$ cat src/rtl/phase_increment_bank.sv
// Multi-channel frequency-to-phase-increment converter: one shared LSB-first
// shift-add multiplier fills per-channel targets; live increments track or slew toward them.
module phase_increment_bank #(
    parameter int unsigned CHANNELS  = 4,
    parameter int unsigned CH_W      = 2,
    parameter int unsigned FREQ_W    = 32,
    parameter int unsigned INC_W     = 32,
    parameter int unsigned K_W       = 32,
    parameter logic [K_W-1:0] K_CONST = 32'd22906492,
    parameter int unsigned FRAC_BITS = 8
) (
    input  logic                      Sys_clk,
    input  logic                      Inc_rst,
    input  logic                      Inc_ce,
    input  logic                      Freq_wr,
    input  logic [CH_W-1:0]           Freq_ch,
    input  logic [FREQ_W-1:0]         Freq,
    output logic                      Freq_ack,
    output logic                      Busy,
    input  logic                      Glide_en,
    input  logic                      Glide_tick,
    input  logic [INC_W-1:0]          Glide_step,
    output logic                      Inc_valid,
    output logic [CH_W-1:0]           Inc_ch,
    output logic [CHANNELS*INC_W-1:0] Sin_inc
);

    localparam int unsigned PROD_W = FREQ_W + K_W;
    localparam int unsigned CNT_W  = $clog2(FREQ_W);
    localparam logic [CNT_W-1:0] LAST_BIT = CNT_W'(FREQ_W - 1);
    localparam logic [CH_W:0]    CH_LIMIT = (CH_W + 1)'(CHANNELS);

    typedef enum logic [1:0] {
        IDLE = 2'd0,
        MUL  = 2'd1,
        DONE = 2'd2
    } state_t;

    state_t              state_r;
    logic [FREQ_W-1:0]   freq_r;
    logic [PROD_W-1:0]   mcand_r;
    logic [PROD_W-1:0]   prod_r;
    logic [CNT_W-1:0]    cnt_r;
    logic [CH_W-1:0]     ch_r;
    logic                busy_r;
    logic                ack_r;
    logic                valid_r;
    logic [CH_W-1:0]     inc_ch_r;
    logic [INC_W-1:0]    target_r [CHANNELS];
    logic [INC_W-1:0]    cur_r    [CHANNELS];

    function automatic logic [INC_W-1:0] saturate(input logic [PROD_W-1:0] p);
        logic [PROD_W-1:0] s;
        s = p >> FRAC_BITS;
        if (|s[PROD_W-1:INC_W]) begin
            saturate = {INC_W{1'b1}};
        end else begin
            saturate = s[INC_W-1:0];
        end
    endfunction

    // Move cur toward tgt by at most step; lands exactly on tgt when within reach.
    function automatic logic [INC_W-1:0] glide_next(input logic [INC_W-1:0] cur,
                                                    input logic [INC_W-1:0] tgt,
                                                    input logic [INC_W-1:0] step);
        if (tgt >= cur) begin
            glide_next = ((tgt - cur) <= step) ? tgt : cur + step;
        end else begin
            glide_next = ((cur - tgt) <= step) ? tgt : cur - step;
        end
    endfunction

    // Conversion FSM: accept write, shift-add multiply, commit target
    always_ff @(posedge Sys_clk) begin
        if (Inc_rst) begin
            state_r  <= IDLE;
            freq_r   <= '0;
            mcand_r  <= '0;
            prod_r   <= '0;
            cnt_r    <= '0;
            ch_r     <= '0;
            busy_r   <= 1'b0;
            ack_r    <= 1'b0;
            valid_r  <= 1'b0;
            inc_ch_r <= '0;
            for (int n = 0; n < CHANNELS; n++) target_r[n] <= '0;
        end else begin
            ack_r   <= 1'b0;
            valid_r <= 1'b0;
            if (Inc_ce) begin
                case (state_r)
                    IDLE: begin
                        if (Freq_wr) begin
                            freq_r  <= Freq;
                            ch_r    <= Freq_ch;
                            prod_r  <= '0;
                            mcand_r <= {{FREQ_W{1'b0}}, K_CONST};
                            cnt_r   <= '0;
                            ack_r   <= 1'b1;
                            busy_r  <= 1'b1;
                            state_r <= MUL;
                        end
                    end
                    MUL: begin
                        if (freq_r[0]) prod_r <= prod_r + mcand_r;
                        mcand_r <= mcand_r << 1;
                        freq_r  <= freq_r >> 1;
                        if (cnt_r == LAST_BIT) begin
                            state_r <= DONE;
                        end else begin
                            cnt_r <= cnt_r + 1'b1;
                        end
                    end
                    DONE: begin
                        // Out-of-range channels complete silently
                        if ({1'b0, ch_r} < CH_LIMIT) begin
                            target_r[ch_r] <= saturate(prod_r);
                            valid_r        <= 1'b1;
                            inc_ch_r       <= ch_r;
                        end
                        busy_r  <= 1'b0;
                        state_r <= IDLE;
                    end
                    default: begin
                        busy_r  <= 1'b0;
                        state_r <= IDLE;
                    end
                endcase
            end
        end
    end

    // Live increments: follow targets directly, or slew on each glide tick
    always_ff @(posedge Sys_clk) begin
        if (Inc_rst) begin
            for (int n = 0; n < CHANNELS; n++) cur_r[n] <= '0;
        end else if (Inc_ce) begin
            if (!Glide_en) begin
                for (int n = 0; n < CHANNELS; n++) cur_r[n] <= target_r[n];
            end else if (Glide_tick) begin
                for (int n = 0; n < CHANNELS; n++)
                    cur_r[n] <= glide_next(cur_r[n], target_r[n], Glide_step);
            end
        end
    end

    for (genvar g = 0; g < CHANNELS; g++) begin : g_out
        assign Sin_inc[g*INC_W +: INC_W] = cur_r[g];
    end

    assign Freq_ack  = ack_r;
    assign Busy      = busy_r;
    assign Inc_valid = valid_r;
    assign Inc_ch    = inc_ch_r;

endmodule

$ cat config.mk
export PLATFORM = sky130hd
export DESIGN_NAME = phase_increment_bank
export DESIGN_NICKNAME = d
export VERILOG_FILES = /design/src/rtl/phase_increment_bank.sv
export SDC_FILE = /design/constraint.sdc
export NUM_CORES = 2
export LEC_CHECK = 0
export CORE_MARGIN = 2
export CORE_UTILIZATION = 26
export DETAILED_ROUTE_END_ITERATION = 16
export PLACE_DENSITY_LB_ADDON = 0.15
export SLEW_MARGIN = 20
export SYNTH_ARGS = -nofsm -noshare
export SYNTH_HDL_FRONTEND = slang
export SYNTH_SLANG_ARGS = --single-unit
$ cat constraint.sdc
create_clock -name Sys_clk -period 7.4 [get_ports Sys_clk]
set_input_delay 1.85 -clock Sys_clk [delete_from_list [all_inputs] [get_ports Sys_clk]]
set_output_delay 1.85 -clock Sys_clk [all_outputs]
set_load 0.03 [all_outputs]
Word-level counts from Yosys, hierarchy flattened
Memories as Yosys holds them, arrays and structs flattened.
Cells that the tools add are included.
{"block": "totals", "ram_bits": 256, "register_bits": 174, "elab_cells": 146, "mem_count": 2, "out_inout_bits": 133}
{"name": "cur_r", "words": 4, "width": 32, "read_ports": 4, "rd_clocked_by_memory_dff": 0, "write_ports": 4, "line": "50", "text": "logic [INC_W-1:0] cur_r [CHANNELS];"}
{"name": "target_r", "words": 4, "width": 32, "read_ports": 4, "rd_clocked_by_memory_dff": 0, "write_ports": 4, "line": "49", "text": "logic [INC_W-1:0] target_r [CHANNELS];"}
{"block": "op_classes", "magnitude_cmp": 12, "bitwise_logic": 11, "muxes": 74, "eq_ne": 7, "n_addsub": 18, "reduce_logical": 12}
{"operator": "$mux W32", "n": 42}
{"operator": "$sub A32 B32 Y32", "n": 12}
{"operator": "$le A32 B32 Y1", "n": 8}
{"operator": "$pmux W64 S2", "n": 2}
{"operator": "$mux W64", "n": 3}
{"operator": "$add A32 B32 Y32", "n": 4}
{"operator": "$ge A32 B32 Y1", "n": 4}
{"operator": "$add A64 B64 Y64", "n": 1}
{"operator": "$pmux W32 S2", "n": 1}
{"operator": "$reduce_or A32 Y1", "n": 1}
{"operator": "$reduce_or A24 Y1", "n": 1}
{"operator": "$mux W1", "n": 18}
{"operator": "$reduce_and A3 Y1", "n": 4}
{"operator": "$mux W5", "n": 2}
{"operator": "$pmux W5 S2", "n": 1}
{"operator": "$ne A2 B2 Y1 const B", "n": 4}
{"operator": "$or A1 B1 Y1", "n": 8}
{"operator": "$reduce_and A4 Y1", "n": 2}
{"operator": "$mux W2", "n": 3}
{"operator": "$add A5 B1 Y5 const B", "n": 1}
{"operator": "$eq A5 B5 Y1 const B", "n": 1}
{"operator": "$pmux W2 S2", "n": 1}
{"operator": "$not A1 Y1", "n": 3}
{"operator": "$reduce_or A3 Y1", "n": 1}
{"operator": "other kinds (6)", "n": 6}

Depth between registers and ports, before layout
{"block": "depth", "ltp_word": 9, "mapped_depth": 28}

Least setup slack after synthesis
No wires, ideal clock.
{"block": "synth_timing", "path_kind": "reg2reg", "from": "mem cur_r[0][1]", "to": "mem cur_r[0][7], data pin", "synth_period_minus_slack_ns": 5.941, "path_stages_with_launch": 23, "slack_ns": 1.459, "t_required_ns": 7.143, "arrival_ns": 5.684, "setup_ns": 0.257, "path_buffers": 1, "cell_sequence": "edfxtp_1 > inv_1 > fa_1 > a21o_1 > a21o_1 > a21oi_1 > o21ai_0 > a21oi_1 > o21ai_1 > a21boi_0 > o21ai_1 > a221oi_1 > xnor2_1 > ha_1 > nand4_1 > nor4_1 > inv_1 > or4_1 > o21ai_1 > nor2_1 > clkbuf_1 > a221o_1 > a32o_1"}
{"element": "start: declaration", "line": "50"}

==> load_flow_metrics.sql <==
INSERT INTO impl_metrics (metric_group, metric, value, unit) VALUES
('run_status', 'run_status', 'finished clean', ''),
('synthesis', 'netlist.area_leader.share', '19.1', '%'),
('sta', 'timing.final.crit_period', '7.10', 'ns'),
('setup_path', 'end_kind', 'register', ''),
('power', 'power.net_switching', '6.33', 'mW'),
('routing', 'drt_iter0_markers', '5617', ''),
('sta', 'report.final.slew_viol_count', '0', ''),
('synthesis', 'synth.lib_cells_used.distinct', '92', ''),
('sta', 'fmax', '141', 'MHz'),
('synthesis', 'netlist.top_cell.by_area', 'sky130_fd_sc_hd__ha_1', ''),
('synthesis', 'synthTopCellsByArea', 'sky130_fd_sc_hd__ha_1 19%, sky130_fd_sc_hd__edfxtp_1 14%, sky130_fd_sc_hd__a21oi_1 6.6%', ''),
('synthesis', 'post_synth_most_frequent_cells', '815 x sky130_fd_sc_hd__ha_1, 759 x sky130_fd_sc_hd__nor2_1, 705 x sky130_fd_sc_hd__a21oi_1', ''),
('global_route', 'pin_count_of_the_biggest_net_entering_global_routing', '99', ''),
('sta', 'setup_viol', '0', ''),
('routing', 'drt_first_pass_iters', '6', ''),
('layout', 'drive_gt1_share', '5.65', '%'),
('cts', 'root_buffer', 'sky130_fd_sc_hd__clkbuf_16', ''),
('synthesis', 'yosysWarningCount', '0', ''),
('power', 'power.ir.vdd_worst', '0.139', 'mV'),
('cts', 'tritoncts.num_buffers', '66', ''),
('synthesis', 'ys.flop_type', 'sky130_fd_sc_hd__edfxtp_1', ''),
('setup_path', 'crit_path_max_incr_delay', '0.63', 'ns'),
('sta', 'final_min_period_over_clock_period', '95.9', '%'),
('sta', 'timing.final.ws_setup', '0.303', 'ns'),
('layout', 'num-nets-final', '7892', ''),
('placed_design', 'dpl-instance-area', '59000', 'um2'),
('setup_path', 'cpMaxStageDelayCell', 'sky130_fd_sc_hd__a21oi_1', ''),
('cts', 'clk_pin_slew_worst_paths', '0.06', 'ns'),
('power', 'pwr_density_cell', '221', 'nW/um2'),
('placed_design', 'pre_cts_slack', '0.387', 'ns'),
('routing', 'wire_per_inst', '27.6', 'um'),
('placed_design', 'dp.cells', '9607', ''),
('die', 'floorplan.initialDensity', '26.1', '%'),
('cts', 'tritoncts_num_sinks', '426', ''),
('min_path', 'hold_class', 'reg -> reg', ''),
('power', 'power_leakage', '26.4', 'nW'),
('routing', 'route.final.wire_length', '269000', 'um'),
('sta', 'max_slew_margin', '18.4', '%'),
('power', 'power.share.combinational', '53.5', '%'),
('setup_path', 'required_time_at_the_worst_slack_endpoint', '7.86', 'ns'),
('synthesis', 'async_reset_ff_share', '0', '%'),
('power', 'seq_power_share', '22.1', '%'),
('placed_design', 'gp_congestion', '0.950', ''),
('die', 'core.rowCount', '166', ''),
('sta', 'worst_hold_slack', '0.456', 'ns'),
('power', 'swShare', '46.7', '%'),
('die', 'core_area', '204000', 'um2'),
('global_route', 'via_count_of_the_first_global_routing_pass', '52000', ''),
('routing', 'routed_via_density', '5.59', ''),
('synthesis', 'syn_area', '53300', 'um2'),
('placed_design', 'detailedPlacementHpwl', '212000', 'um'),
('cts', 'cts_post_setup_buffers_inserted', '0', ''),
('sta', 'tightestPinTransition', '1.22', 'ns'),
('sta', 'tns', '0', 'ns'),
('layout', 'final-instance-count-excl-fill', '9742', ''),
('sta', 'report.final.hold_viol_count', '0', ''),
('synthesis', 'syn_area_per_cell', '7.77', 'um2'),
('synthesis', 'synth.net_count', '7765', ''),
('global_route', 'grt_first_pass_wirelength', '380000', 'um'),
('flow_run', 'max_cap_violations', '0', ''),
('global_route', 'groute.usage.overall', '24.8', '%'),
('sta', 'rsz0062_at_grt', 'no', ''),
('setup_path', 'critPathLaunchType', 'register', ''),
('global_route', 'globalRoute.totalOverflow', '0', ''),
('power', 'internal-power', '7.21', 'mW'),
('cts', 'post_cts_resize_count', '0', ''),
('layout', 'final_cell_area', '61300', 'um2'),
('power', 'fin_total_pwr', '13.5', 'mW'),
('layout', 'layout_area_growth_over_synthesis', '15.1', '%'),
('cts', 'tritoncts_clock_tree', 'done', ''),
('synthesis', 'yosys.cell_count.top_type', 'sky130_fd_sc_hd__ha_1', '');
## layout make-up
| class | count | area, um2 |
|---|---|---|
| inverter | 513 | 1930 |
| tap | 2688 | 3360 |
| timing repair buffer | 412 | 3610 |
| multi-input combinational | 5569 | 39100 |
| fill | 22000 | 143000 |
| antenna | 15 | 37.5 |
| clock inverter | 31 | 338 |
| sequential | 426 | 11100 |
| clock buffer | 88 | 1890 |
## power by group through the flow
stage | clock [mW] | combinational [mW] | sequential, mW
after floorplan | 0 | 4.58 | 3.05
after global placement | 0 | 7.10 | 3.03
after detailed placement | 0 | 7.08 | 3.03
after CTS | 3.40 | 7.13 | 2.98
after global routing | 3.47 | 7.87 | 3.00
final | 3.31 | 7.25 | 2.99
## placed cells by master, fill, tap and decap left out, drive strengths merged, types with 208 or more instances in the layout
cell type	netlist	final
inv	511	516
a21o	330	330
buf	25	208
o21ai	440	440
nor2	760	760
a21oi	705	705
nand2	404	404
xnor2	298	298
ha	815	815
edfxtp	256	256
## registers in the layout (all words and copies together), names as in the netlist
signal	count
cur_r	128
target_r	128
mcand_r	62
prod_r	62
freq_r	32
cnt_r	5
Inc_ch	2
ch_r	2
state_r	2
Busy	1
Freq_ack	1
Inc_valid	1
## path summary, 6_finish.rpt
kind / endpoint / from / slack (ns) / cells after the start
worst max register to register: cur_r[0][29] / cur_r[0][0] / 0.30 / 26
worst min-delay path: prod_r[2] / prod_r[2] / 0.46 / 2
worst max-delay path: cur_r[0][29] / cur_r[0][0] / 0.30 / 26
worst min register to register: prod_r[2] / prod_r[2] / 0.46 / 2
## per-layer routing
layer  up-vias  track usage, %  part of all wire (%)
met4         8            10.2                   4.2
met2      2093            38.6                    44
li1      25400               -                     -
met1     26600            33.8                    45
met5         -               0                 0.023
met3       363            4.08                   7.0
## critical path: cells and delay by family (launching register included)
family	cells	cell delay, ns
adder cells (fa/ha/maj)	3	0.95
buffers and inverters	2	0.31
XOR/XNOR	1	0.11
flip-flops	1	0.42
AO/OA/AOI/OAI	14	3.60
AND/OR/NAND/NOR	6	1.46
## cell families after synthesis
kind of cell / after synthesis / synth area share [%]
multiplexers: 13 / 0.247
adder cells (fa/ha/maj): 832 / 19.8
AO/OA/AOI/OAI: 2450 / 30.1
XOR/XNOR: 415 / 6.82
buffers and inverters: 866 / 6.11
AND/OR/NAND/NOR: 1859 / 16.1
flip-flops: 426 / 20.8
Note: power is estimated with default switching activity, not from simulation.
